[config.mk]
export PLATFORM = sky130hd
export DESIGN_NAME = npt_top
export DESIGN_NICKNAME = d
export VERILOG_FILES = /design/src/rtl/npt_pkg.sv /design/src/rtl/npt_mac.sv /design/src/rtl/npt_top.sv
export SDC_FILE = /design/constraint.sdc
export NUM_CORES = 1
export LEC_CHECK = 0
export CORE_AREA = 2 2 56 53
export CTS_BUF_LIST = sky130_fd_sc_hd__clkbuf_16
export DETAILED_ROUTE_END_ITERATION = 8
export DIE_AREA = 0 0 58 55
export HOLD_SLACK_MARGIN = 0.03
export PLACE_DENSITY_LB_ADDON = 0.3
export SETUP_SLACK_MARGIN = 0.2
export SYNTH_ARGS = -nofsm -noshare
export SYNTH_HDL_FRONTEND = slang
export SYNTH_SLANG_ARGS = --single-unit
[constraint.sdc]
create_clock -name i_clk -period 2.1 [get_ports i_clk]
set_clock_uncertainty 0.15 [all_clocks]
set_input_delay 0.42 -clock i_clk [delete_from_list [all_inputs] [get_ports i_clk]]
set_output_delay 0.42 -clock i_clk [all_outputs]
set_load 0.005 [all_outputs]
[src/rtl/npt_pkg.sv]
// Shared constants and types for the NPT convolution engine.
// Holds default geometry, FSM state encoding and the kernel reset value.
package npt_pkg;

  localparam int NPT_IMG_W    = 8;
  localparam int NPT_IMG_H    = 8;
  localparam int NPT_K        = 3;
  localparam int NPT_DATA_W   = 8;
  localparam int NPT_ACC_W    = 20;
  localparam int NPT_KER_INIT = 1;

  typedef enum logic [2:0] {
    ST_IDLE  = 3'd0,
    ST_CLEAR = 3'd1,
    ST_MAC   = 3'd2,
    ST_WRITE = 3'd3,
    ST_NEXT  = 3'd4,
    ST_DONE  = 3'd5
  } npt_state_e;

  // Address/counter width that stays legal for degenerate sizes of one.
  function automatic int clog2_min1(input int n);
    return (n > 1) ? $clog2(n) : 1;
  endfunction

endpackage

[src/rtl/npt_mac.sv]
// Multiply-accumulate unit: adds a*b to the running sum when enabled.
// A clear pulse zeroes the sum ahead of each new window.
module npt_mac
  import npt_pkg::*;
#(
  parameter int DATA_W = NPT_DATA_W,
  parameter int ACC_W  = NPT_ACC_W
) (
  input  logic              i_clk,
  input  logic              i_rst,
  input  logic              clear,
  input  logic              enable,
  input  logic [DATA_W-1:0] a,
  input  logic [DATA_W-1:0] b,
  output logic [ACC_W-1:0]  acc
);

  logic [2*DATA_W-1:0] product;
  logic [ACC_W-1:0]    acc_reg;

  assign product = {{DATA_W{1'b0}}, a} * {{DATA_W{1'b0}}, b};
  assign acc     = acc_reg;

  always_ff @(posedge i_clk or negedge i_rst) begin
    if (!i_rst) begin
      acc_reg <= '0;
    end else if (clear) begin
      acc_reg <= '0;
    end else if (enable) begin
      acc_reg <= acc_reg + ACC_W'(product);
    end
  end

endmodule

[src/rtl/npt_top.sv]
// NPT accelerator top: valid-padding, stride-1 KxK convolution over an internal image.
// One kernel term is accumulated per cycle; each window sum lands in res_mem.
module npt_top
  import npt_pkg::*;
#(
  parameter int IMG_W  = NPT_IMG_W,
  parameter int IMG_H  = NPT_IMG_H,
  parameter int K      = NPT_K,
  parameter int DATA_W = NPT_DATA_W,
  parameter int ACC_W  = NPT_ACC_W
) (
  input  logic       i_clk,
  input  logic       i_rst,
  input  logic       i_start,
  output logic       o_done,
  output logic [2:0] state
);

  localparam int OUT_W  = IMG_W - K + 1;
  localparam int OUT_H  = IMG_H - K + 1;
  localparam int IMG_N  = IMG_W * IMG_H;
  localparam int KER_N  = K * K;
  localparam int RES_N  = OUT_W * OUT_H;
  localparam int IMG_AW = clog2_min1(IMG_N);
  localparam int KER_AW = clog2_min1(KER_N);
  localparam int RES_AW = clog2_min1(RES_N);
  localparam int KR_W   = clog2_min1(K);
  localparam int ROW_W  = clog2_min1(OUT_H);
  localparam int COL_W  = clog2_min1(OUT_W);

  logic [DATA_W-1:0] img_mem  [IMG_N];
  logic [DATA_W-1:0] ker_mem  [KER_N];
  logic [ACC_W-1:0]  res_mem  [RES_N];
  logic [DATA_W-1:0] img_init [IMG_N];

  npt_state_e state_reg, state_next;
  logic       done_reg;
  logic [KR_W-1:0]  kr_reg, kr_next, kc_reg, kc_next;
  logic [ROW_W-1:0] out_r_reg, out_r_next;
  logic [COL_W-1:0] out_c_reg, out_c_next;

  logic              mac_clear, mac_en, res_we, last_out;
  logic [IMG_AW-1:0] img_addr;
  logic [KER_AW-1:0] ker_addr;
  logic [RES_AW-1:0] res_addr;
  logic [ACC_W-1:0]  acc;

  // Ramp image: each pixel holds its own linear index, wrapped to the pixel width.
  for (genvar gi = 0; gi < IMG_N; gi++) begin : g_img_init
    assign img_init[gi] = DATA_W'(gi);
  end

  assign img_addr = IMG_AW'((int'(out_r_reg) + int'(kr_reg)) * IMG_W
                            + int'(out_c_reg) + int'(kc_reg));
  assign ker_addr = KER_AW'(int'(kr_reg) * K + int'(kc_reg));
  assign res_addr = RES_AW'(int'(out_r_reg) * OUT_W + int'(out_c_reg));
  assign last_out = (out_r_reg == ROW_W'(OUT_H - 1)) && (out_c_reg == COL_W'(OUT_W - 1));

  assign o_done = done_reg;
  assign state  = state_reg;

  npt_mac #(
    .DATA_W (DATA_W),
    .ACC_W  (ACC_W)
  ) u_mac (
    .i_clk  (i_clk),
    .i_rst  (i_rst),
    .clear  (mac_clear),
    .enable (mac_en),
    .a      (img_mem[img_addr]),
    .b      (ker_mem[ker_addr]),
    .acc    (acc)
  );

  always_comb begin
    state_next = state_reg;
    kr_next    = kr_reg;
    kc_next    = kc_reg;
    out_r_next = out_r_reg;
    out_c_next = out_c_reg;
    mac_clear  = 1'b0;
    mac_en     = 1'b0;
    res_we     = 1'b0;
    case (state_reg)
      ST_IDLE, ST_DONE: begin
        if (i_start) begin
          state_next = ST_CLEAR;
          out_r_next = '0;
          out_c_next = '0;
        end
      end
      ST_CLEAR: begin
        mac_clear  = 1'b1;
        kr_next    = '0;
        kc_next    = '0;
        state_next = ST_MAC;
      end
      ST_MAC: begin
        mac_en = 1'b1;
        if (kc_reg == KR_W'(K - 1)) begin
          kc_next = '0;
          if (kr_reg == KR_W'(K - 1)) begin
            state_next = ST_WRITE;
          end else begin
            kr_next = kr_reg + KR_W'(1);
          end
        end else begin
          kc_next = kc_reg + KR_W'(1);
        end
      end
      ST_WRITE: begin
        res_we     = 1'b1;
        state_next = ST_NEXT;
      end
      ST_NEXT: begin
        if (last_out) begin
          state_next = ST_DONE;
        end else begin
          state_next = ST_CLEAR;
          if (out_c_reg == COL_W'(OUT_W - 1)) begin
            out_c_next = '0;
            out_r_next = out_r_reg + ROW_W'(1);
          end else begin
            out_c_next = out_c_reg + COL_W'(1);
          end
        end
      end
      default: state_next = ST_IDLE;
    endcase
  end

  always_ff @(posedge i_clk or negedge i_rst) begin
    if (!i_rst) begin
      state_reg <= ST_IDLE;
      done_reg  <= 1'b0;
      kr_reg    <= '0;
      kc_reg    <= '0;
      out_r_reg <= '0;
      out_c_reg <= '0;
    end else begin
      state_reg <= state_next;
      done_reg  <= (state_next == ST_DONE);
      kr_reg    <= kr_next;
      kc_reg    <= kc_next;
      out_r_reg <= out_r_next;
      out_c_reg <= out_c_next;
    end
  end

  // Image and kernel are only ever loaded by reset; results are written once per window.
  always_ff @(posedge i_clk or negedge i_rst) begin
    if (!i_rst) begin
      for (int i = 0; i < IMG_N; i++) img_mem[i] <= img_init[i];
      for (int i = 0; i < KER_N; i++) ker_mem[i] <= DATA_W'(NPT_KER_INIT);
      for (int i = 0; i < RES_N; i++) res_mem[i] <= '0;
    end else if (res_we) begin
      res_mem[res_addr] <= acc;
    end
  end

endmodule

==> results by group, run 1 <==
Run status
  – Status: finished clean

Worst setup path
  – Worst R2R Path Depth: 5
  – CP startpoint: kr_reg[0]
  – Worst path top cell family by delay: simple AND/OR/NAND/NOR gates
  – Worst Setup Path Type: flop to flop
  – CP startpoint kind: flop
  – Data arrival, critical path: 1.85 ns
  – Reg2reg end: kr_reg[1]
  – R2r startpoint: kr_reg[0]
  – Critical Path Max Stage Delay: 0.52 ns
  – Worst setup EP type: flop
  – Crit path max fanout: 3
  – Reg2Reg Setup Slack: 0.23 ns
  – Ordered cell list for the critical path: inv_2, ha_4, or4b_4, a21oi_4, mux2_4
  – CP bufs+invs: 1
  – Slowest stage cell, crit path: or4b_4
  – Critical Path RT: 2.07 ns

Placement
  – Post-DP HPWL: 1070 um
  – Final Wtd Congestion: 0.7963
  – Port bufs: 6
  – Cells after DPL: 107
  – Placed cell areas: 860.8 um2

Global routing
  – Initial antenna violation count: 0
  – Global-route wire length before repair: 2408 um
  – Largest net degree at the start of global routing: 15
  – Grt total ovfl: 0
  – GRT Util Overall: 10.80%
  – Vias in the first global route: 540

Power and ir drop
  – PwrDens: 1441 mW/mm2
  – Leak: 0.4168 nW
  – Max VDD drop: 0.0006393 V

CTS
  – CTS tree: yes
  – Total number of H-tree levels: 1
  – Clock buffer depth: 2
  – Clk pin slew, worst setup/hold paths: 0.05 ns
  – Cts hold-fix bufs: 0
  – Clk_lat worst skew: 0.25 ns
  – Clock Sinks: 14
  – CTS Buf Count: 3
  – Root Driver: clkbuf_16

Die
  – Initial core utilization: 29.02%
  – Die X: 58 um
  – Core area: 0.002613 mm2
  – I/O pins: 7
  – Rows: 18
  – Die Area: 0.003190 mm2
  – DIE HEIGHT: 55 um

Layout
  – Design area: 998.5 um2
  – Layout cells sized above 1: 22.62%
  – # diodes: 0
  – Nets@finish: 91
  – Finished Core Util: 38.22%
  – Final Non-Filler Cells: 114
  – Area Overhead vs Synth: 31.68%

Synth
  – Top FF cell, synth: dfrtp_1
  – Synth Net Count: 77
  – Fraction of registers with async set/reset: 100.0%
  – Count leader, synth: dfrtp_1
  – Sequential area share after synthesis: 46.20%
  – Synth Cell Area: 758.2 um2
  – Synthesis warning total: 0
  – Yosys top cell by area: dfrtp_1
  – Commonest cells in the synthesized netlist: dfrtp_1, nand2_1, nor2_1
  – Syn Area/Cell: 10.68 um2
  – Register bit total from synthesis: 14
  – Yosys top cell area share: 46.20%
  – Number of synthesized flops with an enable pin: 0
  – Cells after Synth: 71
  – Top cells by area, synth: dfrtp_1, ha_1, a22o_1
  – Count of cell types in the netlist: 31

Detailed routing
  – Post-route DRC: 0
  – Avg WL per Cell: 13.68 um
  – 1st-iter DRT viols: 7
  – Post-route ant nets: 0
  – Vias after detailed routing: 570
  – Drt via density: 5.000
  – First drt pass iteration count: 4
  – Wirelength, routed: 1559 um

STA
  – Unrepaired setup endpoints after global routing: false
  – Worst Tran Pin Value: 0.3755 ns
  – Fin Setup TNS: 0 ns
  – Final Cycle Share: 89.23%
  – Fmax: 0.5337 GHz
  – WHS: 0.3085 ns
  – Final setup vio count: 0
  – Rel. slew slack: 74.89%
  – Final hold vios: 0
  – Final slew viol count: 0
  – Fin crit period: 1.874 ns

Run
  – MaxCap Viol Count: 0

Min path
  – Hold Crit Class: input pin to async pin
## cells in the final DEF, fill, tap and decap left out, types with 2 or more instances in the layout
master / count
ha_1: 2
mux2_4: 2
clkbuf_16: 3
buf_6: 2
o22ai_1: 2
nand3_1: 2
a21oi_1: 2
o21bai_1: 2
a31oi_1: 2
dfrtp_1: 13
mux2_2: 2
nor2_1: 5
buf_4: 4
nand2_1: 5
clkdlybuf4s50_1: 6
nor3_1: 3
a22o_1: 4
nand2b_1: 4
## power breakdown
part	internal, mW	total, mW	switching, mW
clock network	0.252	0.363	0.111
registers	0.354	0.433	0.0784
logic	0.355	0.643	0.289
## what timing repair did
action | 4_1_cts | 5_1_grt
endpoints found under the setup margin | 4 | 5
resized for setup | 6 | 3
pin swaps | 2 | 0
setup buffers | 0 | 3
## worst reg2reg max path: cells and delay by family, from the launching register on
| kind | cells | cell delay (ns) |
|---|---|---|
| AO/OA/AOI/OAI | 1 | 0.17 |
| adder cells (fa/ha/maj) | 1 | 0.16 |
| buffers and inverters | 1 | 0.06 |
| flip-flops | 1 | 0.38 |
| multiplexers | 1 | 0.31 |
| AND/OR/NAND/NOR | 1 | 0.52 |
## worst max path at each step
| stage | end | slack (ns) | cells past startpoint |
|---|---|---|---|
| floorplan | kr_reg[0] | 0.24 | 5 |
| global route | kr_reg[0] | 0.20 | 5 |
| CTS | kr_reg[1] | 0.22 | 5 |
| detailed placement | out_c_reg[1] | 0.06 | 5 |
| global placement | out_c_reg[1] | 0.1 | 5 |
| finish | kr_reg[1] | 0.23 | 5 |
## layer usage
metal	GRT usage (%)	routed length (um)
met5	0	0
met3	3.023	63
met1	13.14	782
met2	15.91	657
met4	9.302	55
## area by class of cell
class                   count  area (um2)
fillers                   266        1614
multi-input cells          52       410.4
flip-flops and latches     14       351.6
repair buffers             12       112.6
clock buffers               3       75.07
well taps                  30       37.54
inverters                   2       7.507
clock inverters             1       3.754
## logic make-up (layout without fill, tap and decap cells)
| group | after synthesis | in the layout | synth area share, % |
|---|---|---|---|
| adders and majority gates | 3 | 3 | 4.951 |
| and+or+nand+nor | 25 | 25 | 19.64 |
| muxes | 5 | 5 | 7.260 |
| xor gates and xnor gates | 1 | 1 | 1.155 |
| AOI/OAI and AO/OA | 18 | 18 | 17.49 |
| DFF | 14 | 14 | 46.21 |
| buffers and inverters | 5 | 18 | 3.301 |
## through the flow
stage                     power [mW]  setup slack, ns
after floorplan               0.8040           0.2413
after global placement        0.9378          0.09856
after detailed placement      0.9609          0.05773
after CTS                      1.381           0.2152
after global routing           1.529           0.1954
final                          1.439           0.2261
(Power assumes the default switching activity.)
==> run 2, diff against run 1 <==
CORE_AREA = 8 8 62 59   (was 2 2 56 53)
DIE_AREA = 0 0 70 67   (was 0 0 58 55)
DONT_BUFFER_PORTS = 1   (was not set)
==> run 2 against run 1 <==
Non-clock buffer count shrank 7. Count of clock-buffer cells in the layout is the same. Die area increased by 47%. Worst hold slack better by 0.039 ns. Largest power group unchanged. Worst setup slack worse by 0.029 ns. Critical endpoint is now kr_reg[0]. Total power decreased by 8.4%. Final cell count shrank 6.1%. Critical path type unchanged. Via count down 0.53%.
==> results by group, run 2 (synthesized netlist as in run 1, its figures left out) <==
Run status
  – Status: finished clean

Layout
  – Nets@finish: 84 (-7.7%)
  – Most common cell after layout, fill and taps aside: dfrtp_1
  – # diodes: 0 (unchanged)
  – Area Overhead vs Synth: 20.63%
  – Area of the multi-input gates: 400.4 um2 (-2.4%)
  – Sequential cell area: 350.3 um2 (-0.36%)
  – Layout cells sized above 1: 19.48% (-3.1 points)
  – Final Non-Filler Cells: 107 (-6.1%)
  – Design area: 914.6 um2 (-8.4%)
  – Commonest cells after routing, fill and taps aside: dfrtp_1, nand2_1, nor2_1
  – Fillers: 260 (-2.3%)

STA
  – Fmax: 0.5255 GHz (-1.5%)
  – Unrepaired setup endpoints after global routing: true
  – Fin Setup TNS: 0 ns (unchanged)
  – Worst Tran Pin Value: 0.6351 ns (+0.2596 ns)
  – Rel. slew slack: 57.52% (-17 points)
  – Final slew viol count: 0 (unchanged)
  – Final Cycle Share: 90.62% (+1.4 points)
  – Final hold vios: 0 (unchanged)
  – Final setup vio count: 0 (unchanged)
  – Fin crit period: 1.903 ns (+0.02917 ns)

Detailed routing
  – First drt pass iteration count: 4 (unchanged)
  – Drt via density: 5.299 (+6.0%)
  – Wirelength, routed: 1498 um (-3.9%)
  – Avg WL per Cell: 14.00 um (+2.4%)
  – Vias after detailed routing: 567 (-0.53%)
  – Post-route ant nets: 0 (unchanged)
  – 1st-iter DRT viols: 13 (+6)
  – Post-route DRC: 0 (unchanged)

Worst setup path
  – Worst Setup Path Type: flop to flop
  – Crit path max fanout: 2 (-1)
  – Critical Path Max Stage Delay: 0.56 ns (+0.04 ns)
  – CP startpoint kind: flop
  – Worst R2R Path Depth: 4 (-1)
  – CP Depth: 4 (-1)
  – Worst setup EP type: flop
  – CP bufs+invs: 0 (-1)
  – Ordered cell list for the critical path: ha_2, or4b_4, a21oi_4, mux2_4
  – Critical Path RT: 2.07 ns (about the same)
  – Worst path top cell family by delay: simple AND/OR/NAND/NOR gates
  – Data arrival, critical path: 1.88 ns (+0.03 ns)
  – Slowest stage cell, crit path: or4b_4

Power and ir drop
  – PwrDens: 1442 mW/mm2 (about the same)
  – Leak: 0.3873 nW (-7.1%)
  – Max VDD drop: 0.0005888 V (-7.9%)

Die
  – Die Area: 0.004690 mm2 (+47%)
  – Rows: 18 (unchanged)
  – Die X: 70 um (+21%)
  – Core area: 0.002613 mm2 (unchanged)
  – Initial core utilization: 29.02% (unchanged)
  – DIE HEIGHT: 67 um (+22%)
  – I/O pins: 7 (unchanged)

Run
  – MaxCap Viol Count: 0 (unchanged)

Placement
  – Cells after DPL: 101 (-5.6%)
  – Placed cell areas: 800.8 um2 (-7.0%)
  – Post-DP HPWL: 1095 um (+2.3%)
  – Port bufs: 0 (-6)
  – Final Wtd Congestion: 0.7585 (-4.7%)

Min path
  – Hold Crit Class: flop to flop
  – Min-Delay Path Depth: 1

CTS
  – Total number of H-tree levels: 1 (unchanged)
  – Clk pin slew, worst setup/hold paths: 0.05 ns (about the same)
  – Clock Sinks: 14 (unchanged)
  – Clock buffer depth: 2 (unchanged)
  – Clk_lat worst skew: 0.24 ns (about the same)
  – Root Driver: clkbuf_16
  – CTS Buf Count: 3 (unchanged)
  – CTS tree: yes

Global routing
  – Global-route wire length before repair: 2739 um (+14%)
  – Largest net degree at the start of global routing: 15 (unchanged)
  – GRT Util Overall: 7.220% (-3.6 points)
  – Vias in the first global route: 574 (+6.3%)
  – Grt total ovfl: 0 (unchanged)
  – Initial antenna violation count: 0 (unchanged)
-- run 2: path summary, 6_finish.rpt --
check | startpoint | end | slack [ns]
setup / recovery | kr_reg[1] | kr_reg[0] | 0.20
hold / removal | out_r_reg[2] | out_r_reg[2] | 0.35
hold reg to reg | out_r_reg[2] | out_r_reg[2] | 0.35
setup reg to reg | kr_reg[1] | kr_reg[0] | 0.20
min in group asynchronous | i_rst | out_c_reg[2] | 0.49
max in group asynchronous | i_rst | out_c_reg[1] | 0.90
-- run 2: area by class of cell --
class / count / area share, %
sequential: 14 / 38.30
timing repair buffer: 5 / 4.378
inverter: 2 / 0.8208
clock buffer: 3 / 8.208
clock inverter: 1 / 0.4104
tap: 30 / 4.104
multi-input combinational: 52 / 43.78
-- run 2: what timing repair did --
| item | in CTS | in global routing |
|---|---|---|
| setup endpoints to repair | 2 | 2 |
| hold endpoints to repair | 14 | 0 |
| gates resized for setup | 2 | 2 |
| pin swaps | 2 | 2 |
| hold buffers | 1 | 0 |
| setup buffers | 1 | 0 |
-- run 2: routing by layer --
| layer | vias to the layer above | global-route usage, % | part of all wire, % |
|---|---|---|---|
| li1 | 272 | - | - |
| met3 | 4 | 2.526 | 7.1 |
| met1 | 282 | 8.586 | 48 |
| met2 | 9 | 10.95 | 44 |
| met4 | 0 | 4.511 | 1.7 |
| met5 | - | 0 | 0 |
-- run 2: report_power, final --
group | internal [mW] | leakage (nW) | total, mW | switching, mW
sequential | 0.353 | 0.189 | 0.434 | 0.0812
combinational | 0.270 | 0.160 | 0.527 | 0.257
clock | 0.251 | 0.0385 | 0.357 | 0.106
total | 0.875 | 0.387 | 1.32 | 0.444
-- run 2: stage by stage --
stage | hold slack, ns | power, mW | util, % | worst slack [ns]
2_1_floorplan | -0.02559 | 0.8040 | - | 0.2413
3_3_place_gp | -0.02509 | 0.8907 | 30.65 | 0.2153
3_5_place_dp | -0.02507 | 0.9106 | 30.65 | 0.1464
4_1_cts | 0.3412 | 1.322 | 34.77 | 0.2005
5_1_grt | 0.3791 | 1.423 | 35.01 | 0.1086
6_report | 0.3472 | 1.319 | 35.01 | 0.1969
